==> config.mk <==
export PLATFORM = sky130hd
export DESIGN_NAME = lsu_ld_arbiter
export DESIGN_NICKNAME = d
export VERILOG_FILES = /design/src/rtl/lsu_arb_pkg.sv /design/src/rtl/lsu_ld_tag_fifo.sv /design/src/rtl/lsu_ld_arbiter.sv
export SDC_FILE = /design/constraint.sdc
export NUM_CORES = 1
export LEC_CHECK = 0
export ABC_AREA = 1
export CORE_AREA = 2 2 127 129
export CTS_CLUSTER_DIAMETER = 60
export DETAILED_ROUTE_END_ITERATION = 12
export DIE_AREA = 0 0 129 131
export GPL_TIMING_DRIVEN = 0
export SYNTH_ARGS = -nofsm -noshare
export SYNTH_HDL_FRONTEND = slang
export SYNTH_SLANG_ARGS = --single-unit
==> constraint.sdc <==
create_clock -name clk_i -period 2 [get_ports clk_i]
set_input_delay 0.4 -clock clk_i [delete_from_list [all_inputs] [get_ports clk_i]]
set_output_delay 0.4 -clock clk_i [all_outputs]
set_load 0.005 [all_outputs]
==> src/rtl/lsu_arb_pkg.sv <==
// Shared types for the LSU load-port arbiter: load op encoding, tag FIFO entry
// and the round-robin pick helper.
package lsu_arb_pkg;

   localparam int LSU_ARB_MAX_REQ = 8;
   localparam int LSU_ARB_ID_W    = $clog2(LSU_ARB_MAX_REQ);
   localparam int LSU_ARB_PLEN    = 56;
   localparam int LSU_ARB_XLEN    = 64;

   typedef enum logic [3:0] {
      LSU_LB, LSU_LBU, LSU_LH, LSU_LHU, LSU_LW, LSU_LWU, LSU_LD
   } lsu_op_e;

   typedef struct packed {
      logic                    kill;
      logic [LSU_ARB_ID_W-1:0] id;
   } ld_tag_t;

   // One-hot grant: first set bit of valid scanning ptr, ptr+1, ... mod n.
   function automatic logic [LSU_ARB_MAX_REQ-1:0] rr_pick(
      input logic [LSU_ARB_MAX_REQ-1:0] valid,
      input logic [LSU_ARB_ID_W-1:0]    ptr,
      input int                         n
   );
      logic [LSU_ARB_MAX_REQ-1:0] oh;
      logic [LSU_ARB_ID_W-1:0]    idx;
      logic                       found;
      oh    = '0;
      found = 1'b0;
      for (int k = 0; k < LSU_ARB_MAX_REQ; k++) begin
         idx = LSU_ARB_ID_W'((int'(ptr) + k) % n);
         if (k < n && !found && valid[idx]) begin
            oh[idx] = 1'b1;
            found   = 1'b1;
         end
      end
      return oh;
   endfunction

endpackage

==> src/rtl/lsu_ld_tag_fifo.sv <==
// In-order tag FIFO recording which requester owns each in-flight load;
// flush_kill marks every stored entry dead so its response is dropped.
module lsu_ld_tag_fifo
   import lsu_arb_pkg::*;
#(
   parameter int DEPTH = 4
) (
   input  logic    clk_i,
   input  logic    rst_ni,
   input  logic    push,
   input  ld_tag_t push_tag,
   input  logic    pop,
   input  logic    flush_kill,
   output ld_tag_t head,
   output logic    full,
   output logic    empty
);

   localparam int PW = $clog2(DEPTH);

   ld_tag_t       mem [DEPTH];
   logic [PW-1:0] wr_ptr, rd_ptr;
   logic [PW:0]   count;

   always_ff @(posedge clk_i) begin
      if (!rst_ni) begin
         wr_ptr <= '0;
         rd_ptr <= '0;
         count  <= '0;
         for (int i = 0; i < DEPTH; i++) mem[i] <= '0;
      end else begin
         // Free slots are rewritten with kill=0 on push, so killing all is safe.
         if (flush_kill)
            for (int i = 0; i < DEPTH; i++) mem[i].kill <= 1'b1;
         if (push) begin
            mem[wr_ptr] <= push_tag;
            wr_ptr      <= wr_ptr + PW'(1);
         end
         if (pop) rd_ptr <= rd_ptr + PW'(1);
         case ({push, pop})
            2'b10:   count <= count + (PW+1)'(1);
            2'b01:   count <= count - (PW+1)'(1);
            default: ;
         endcase
      end
   end

   assign head  = mem[rd_ptr];
   assign full  = (count == (PW+1)'(DEPTH));
   assign empty = (count == '0);

endmodule

==> src/rtl/lsu_ld_arbiter.sv <==
// Round-robin arbiter sharing the DCache load port among N_REQ load pipes.
// Optional stall counter output enabled by LSU_LD_ARB_STALL_CNT_EN.
module lsu_ld_arbiter
   import lsu_arb_pkg::*;
#(
   parameter int N_REQ           = 2,
   parameter int PLEN            = LSU_ARB_PLEN,
   parameter int XLEN            = LSU_ARB_XLEN,
   parameter int MAX_OUTSTANDING = 4
) (
   input  logic                       clk_i,
   input  logic                       rst_ni,
   input  logic                       flush_i,
   input  logic [N_REQ-1:0]           req_valid_i,
   output logic [N_REQ-1:0]           req_ready_o,
   input  logic [N_REQ-1:0][PLEN-1:0] req_addr_i,
   input  lsu_op_e [N_REQ-1:0]        req_op_i,
   output logic                       ld_req_valid_o,
   input  logic                       ld_req_ready_i,
   output logic [PLEN-1:0]            ld_req_addr_o,
   output lsu_op_e                    ld_req_op_o,
   input  logic                       ld_rsp_valid_i,
   output logic                       ld_rsp_ready_o,
   input  logic [XLEN-1:0]            ld_rsp_data_i,
   input  logic                       ld_rsp_err_i,
   output logic [N_REQ-1:0]           rsp_valid_o,
   input  logic [N_REQ-1:0]           rsp_ready_i,
   output logic [XLEN-1:0]            rsp_data_o,
   output logic                       rsp_err_o
`ifdef LSU_LD_ARB_STALL_CNT_EN
   ,
   output logic [31:0]                stall_cnt_o
`endif
);

   logic [LSU_ARB_MAX_REQ-1:0] valid_pad, gnt_full;
   logic [LSU_ARB_ID_W-1:0]    rr_ptr, gnt_id;
   logic [N_REQ-1:0]           head_oh;
   logic                       can_issue, issue, full, empty;
   logic                       head_live, head_rdy, pop;
   ld_tag_t                    head;

   always_comb begin
      valid_pad              = '0;
      valid_pad[N_REQ-1:0]   = req_valid_i;
      gnt_full               = rr_pick(valid_pad, rr_ptr, N_REQ);
      gnt_id                 = '0;
      for (int i = 0; i < LSU_ARB_MAX_REQ; i++)
         if (gnt_full[i]) gnt_id = LSU_ARB_ID_W'(i);
   end

   always_comb begin
      ld_req_addr_o = '0;
      ld_req_op_o   = lsu_op_e'('0);
      for (int i = 0; i < N_REQ; i++)
         if (gnt_full[i]) begin
            ld_req_addr_o = req_addr_i[i];
            ld_req_op_o   = req_op_i[i];
         end
   end

   // Grant never looks at ld_req_ready_i, keeping valid independent of ready.
   assign can_issue      = !full && !flush_i;
   assign ld_req_valid_o = |req_valid_i && can_issue;
   assign req_ready_o    = gnt_full[N_REQ-1:0] & {N_REQ{can_issue && ld_req_ready_i}};
   assign issue          = ld_req_valid_o && ld_req_ready_i;

   always_ff @(posedge clk_i) begin
      if (!rst_ni)
         rr_ptr <= '0;
      else if (issue)
         rr_ptr <= (gnt_id == LSU_ARB_ID_W'(N_REQ-1)) ? '0 : gnt_id + LSU_ARB_ID_W'(1);
   end

   lsu_ld_tag_fifo #(.DEPTH(MAX_OUTSTANDING)) u_fifo (
      .clk_i      (clk_i),
      .rst_ni     (rst_ni),
      .push       (issue),
      .push_tag   ('{kill: 1'b0, id: gnt_id}),
      .pop        (pop),
      .flush_kill (flush_i),
      .head       (head),
      .full       (full),
      .empty      (empty)
   );

   for (genvar i = 0; i < N_REQ; i++) begin : g_head
      assign head_oh[i] = (head.id == LSU_ARB_ID_W'(i));
   end

   // Dead, flushed or stray responses are always accepted so DCache never stalls.
   assign head_rdy       = |(rsp_ready_i & head_oh);
   assign head_live      = !empty && !head.kill && !flush_i;
   assign rsp_valid_o    = (head_live && ld_rsp_valid_i) ? head_oh : '0;
   assign ld_rsp_ready_o = head_live ? head_rdy : 1'b1;
   assign pop            = ld_rsp_valid_i && ld_rsp_ready_o && !empty;
   assign rsp_data_o     = ld_rsp_data_i;
   assign rsp_err_o      = ld_rsp_err_i;

`ifdef LSU_LD_ARB_STALL_CNT_EN
   always_ff @(posedge clk_i) begin
      if (!rst_ni)
         stall_cnt_o <= '0;
      else if (|req_valid_i && !issue && stall_cnt_o != '1)
         stall_cnt_o <= stall_cnt_o + 32'd1;
   end
`endif

endmodule

==> results.toml <==
[yosys]
synth_nets = 464
ys_ff_latch = 18
syn_area_mm2 = 0.002111
ys_seq_area_share_pct = 18.97
synth_cell_types = 23
synth_area_per_cell_um2 = 7.995
synthCells = 264
synth_warnings = 0

[power]
ir_drop_uv = 285.4
pwr-share-seq_pct = 20.4
switchingPower_uw = 838.3
p_leak_uw = 0.002309
power_density_mw_per_mm2 = 465.4
pwr-share-comb_pct = 63.3
total_power_uw = 2512
switching_share_pct = 33.37
p_int_uw = 1674
clkPwrFrac_pct = 16.3

[global_routing]
grtUsageTotal_pct = 11.44
grt_overflow_total = 0
antenna_found_initial = 1
grt_pass1_vias = 3079
grt_max_degree = 11
grt_pass1_wl_um = 15390

[detailed_routing]
drt-initial-drc-count = 88
final_antenna_net_count = 0
via_per_inst = 4.128
drt-pass1-iter-count = 4
via_count = 3158
drt-total-wl_um = 11690
drc = 0
wl_per_cell_um = 15.29

[place]
dp_hpwl_um = 9738
place_ws_ps = -1165
gp_congestion = 0.7798
io_buffers = 258
dpl.cell_count = 738

[layout]
num-fill-cells = 1624
area_growth_pct = 155.7
final_nets = 750
diodes = 0
multi_input_area_mm2 = 0.001169
regArea_um2 = 412.9
stdcell_count = 765
drive_gt1_share_pct = 28.23

[floorplanning]
initial_core_util_pct = 13.53
placementRows = 46
io_pins = 325
die_w_um = 129
die-area_mm2 = 0.01690
coreArea_mm2 = 0.01560
die_h_um = 131

[critical_path]
crit_type = "reg -> reg"
cp-end-kind = "register"
r2r_cells = 14
arrival_ps = 2200
worstPathMaxFanout = 6
startpoint_type = "register"
required_ps = 2140

[clock_network]
clk_latency_ps = 250
cts_tree = "done"
htreeDepth = 1
path_clk_slew_ps = 50
cts_buffer_depth = 2
cts_sinks = 18
cts_root_buf = "clkbuf_16"
cts-buffers-inserted = 3

[timing]
whs_ps = 476.7
clock.fmax_mhz = 483.3
rsz0062_at_grt = "true"
fin_crit_sh_pct = 103.5
hold_violations = 0
clock_skew_ps = 2.862
tightest_slew_ps = 451.5
slew_headroom_pct = 69.90
fin_crit_ps = 2069
final_max_slew_viol_count = 0
timing.final.ws_setup_ps = -69.32
finalSetupViolations = 2

[flow_run]
drv_cap = 0

[hold_path]
hold_depth = 2
min_path_type = "reg -> reg"

[run_status]
status = "finished, violations left"
violations = "setup timing"
==> layer usage <==
layer / GRT usage (%) / vias up / routed length (um)
met5: 0 / - / 0
met4: 2.174 / 0 / 89
met3: 2.036 / 7 / 888
met2: 21.76 / 191 / 6349
met1: 13.49 / 1474 / 4367
li1: - / 1486 / -
==> power by group through the flow <==
stage	clock, uW	sequential, uW	combinational, uW
after floorplan	0	482	589
after global placement	0	491	1320
after detailed placement	0	496	1360
after CTS	418	507	1500
after global routing	433	519	1720
final	409	512	1590
==> metrics by stage <==
step	instance area (um2)	utilization (%)	TNS, ps
2_1_floorplan	2122	-	0
3_3_place_gp	4975	31.89	-71930
3_5_place_dp	4975	31.89	-72320
4_1_cts	5291	33.92	-890.9
5_1_grt	5398	34.61	-397.6
6_report	5398	34.61	-125.2
==> cells by family (layout without fill, tap and decap cells) <==
| kind of cell | after synthesis | count (layout) | synth area share [%] |
|---|---|---|---|
| AOI/OAI and AO/OA | 83 | 83 | 35.09 |
| and+or+nand+nor | 51 | 51 | 10.73 |
| buffers and inverters | 106 | 391 | 31.30 |
| adders and majority gates | 6 | 6 | 3.912 |
| DFF | 18 | 18 | 18.97 |
==> layout by cell type (no fill, tap or decap), types with 3 or more instances in the layout <==
cell type	count
clkdlybuf4s50_1	189
buf_4	85
a32o_1	55
dlygate4sd2_1	41
clkdlybuf4s15_1	18
inv_1	17
nor2_1	16
nand2_1	12
buf_6	11
clkbuf_2	9
dfxtp_1	8
o21ai_0	7
a21oi_1	7
nand2_2	6
a32o_2	5
dlymetal6s2s_1	5
clkbuf_1	4
nor2_4	4
a21oi_2	4
ha_1	4
dfxtp_2	4
edfxtp_1	4
clkbuf_8	3
nand3_2	3
clkbuf_16	3
==> worst paths after layout <==
| check | from | to | slack (ps) |
|---|---|---|---|
| min | u_fifo.mem[3][3] | u_fifo.mem[3][3] | 480 |
| min reg2reg | u_fifo.mem[3][3] | u_fifo.mem[3][3] | 480 |
| max reg2reg | register | u_fifo.count[2] | -70 |
| max | register | u_fifo.count[2] | -70 |
==> synthesized netlist by cell type <==
master / n / share of area, %
buf_4: 66 / 23
a21oi_1: 11 / 2.6
nand2_2: 2 / 0.59
o21ai_2: 1 / 0.42
fa_1: 1 / 0.95
nor2_1: 20 / 3.6
dfxtp_1: 14 / 13
a211oi_4: 1 / 0.95
nand3_1: 5 / 1.2
o21ai_0: 9 / 2.1
nand2_1: 17 / 3.0
ha_1: 5 / 3.0
nand4_1: 2 / 0.59
clkbuf_1: 13 / 2.3
o21bai_2: 1 / 0.53
inv_1: 20 / 3.6
nor2_2: 2 / 0.59
buf_6: 1 / 0.53
buf_2: 6 / 1.4
nor4_1: 2 / 0.59
a32o_1: 60 / 28
nor4_2: 1 / 0.59
edfxtp_1: 4 / 5.7
==> cell type report <==
cell class / count / area share (%)
buffer: 86 / 12.26
tap: 216 / 5.007
timing repair buffer: 281 / 50.53
sequential: 18 / 7.650
clock buffer: 4 / 1.460
inverter: 20 / 1.437
multi-input combinational: 140 / 21.65
==> what timing repair did <==
action	CTS	global route
gates resized for setup	140	33
endpoints found under the setup margin	72	53
setup buffers	17	6
endpoints found under the hold margin	0	0
hold buffers	0	0
pin swaps	17	13
gates cloned	0	0
==> worst max-delay path, cell delays in order (launching register included) <==
cell and delay, ps:
dfxtp_4 380, buf_6 110, nor2_2 30, nor2_1 120
nand2_1 100, nand3_2 120, nor2_4 60, nor2_4 110
ha_4 160, inv_4 30, fa_2 350, a21oi_2 160
o21ai_2 80, o21ai_1 110, a21oi_1 50
(Power assumes the default switching activity.)
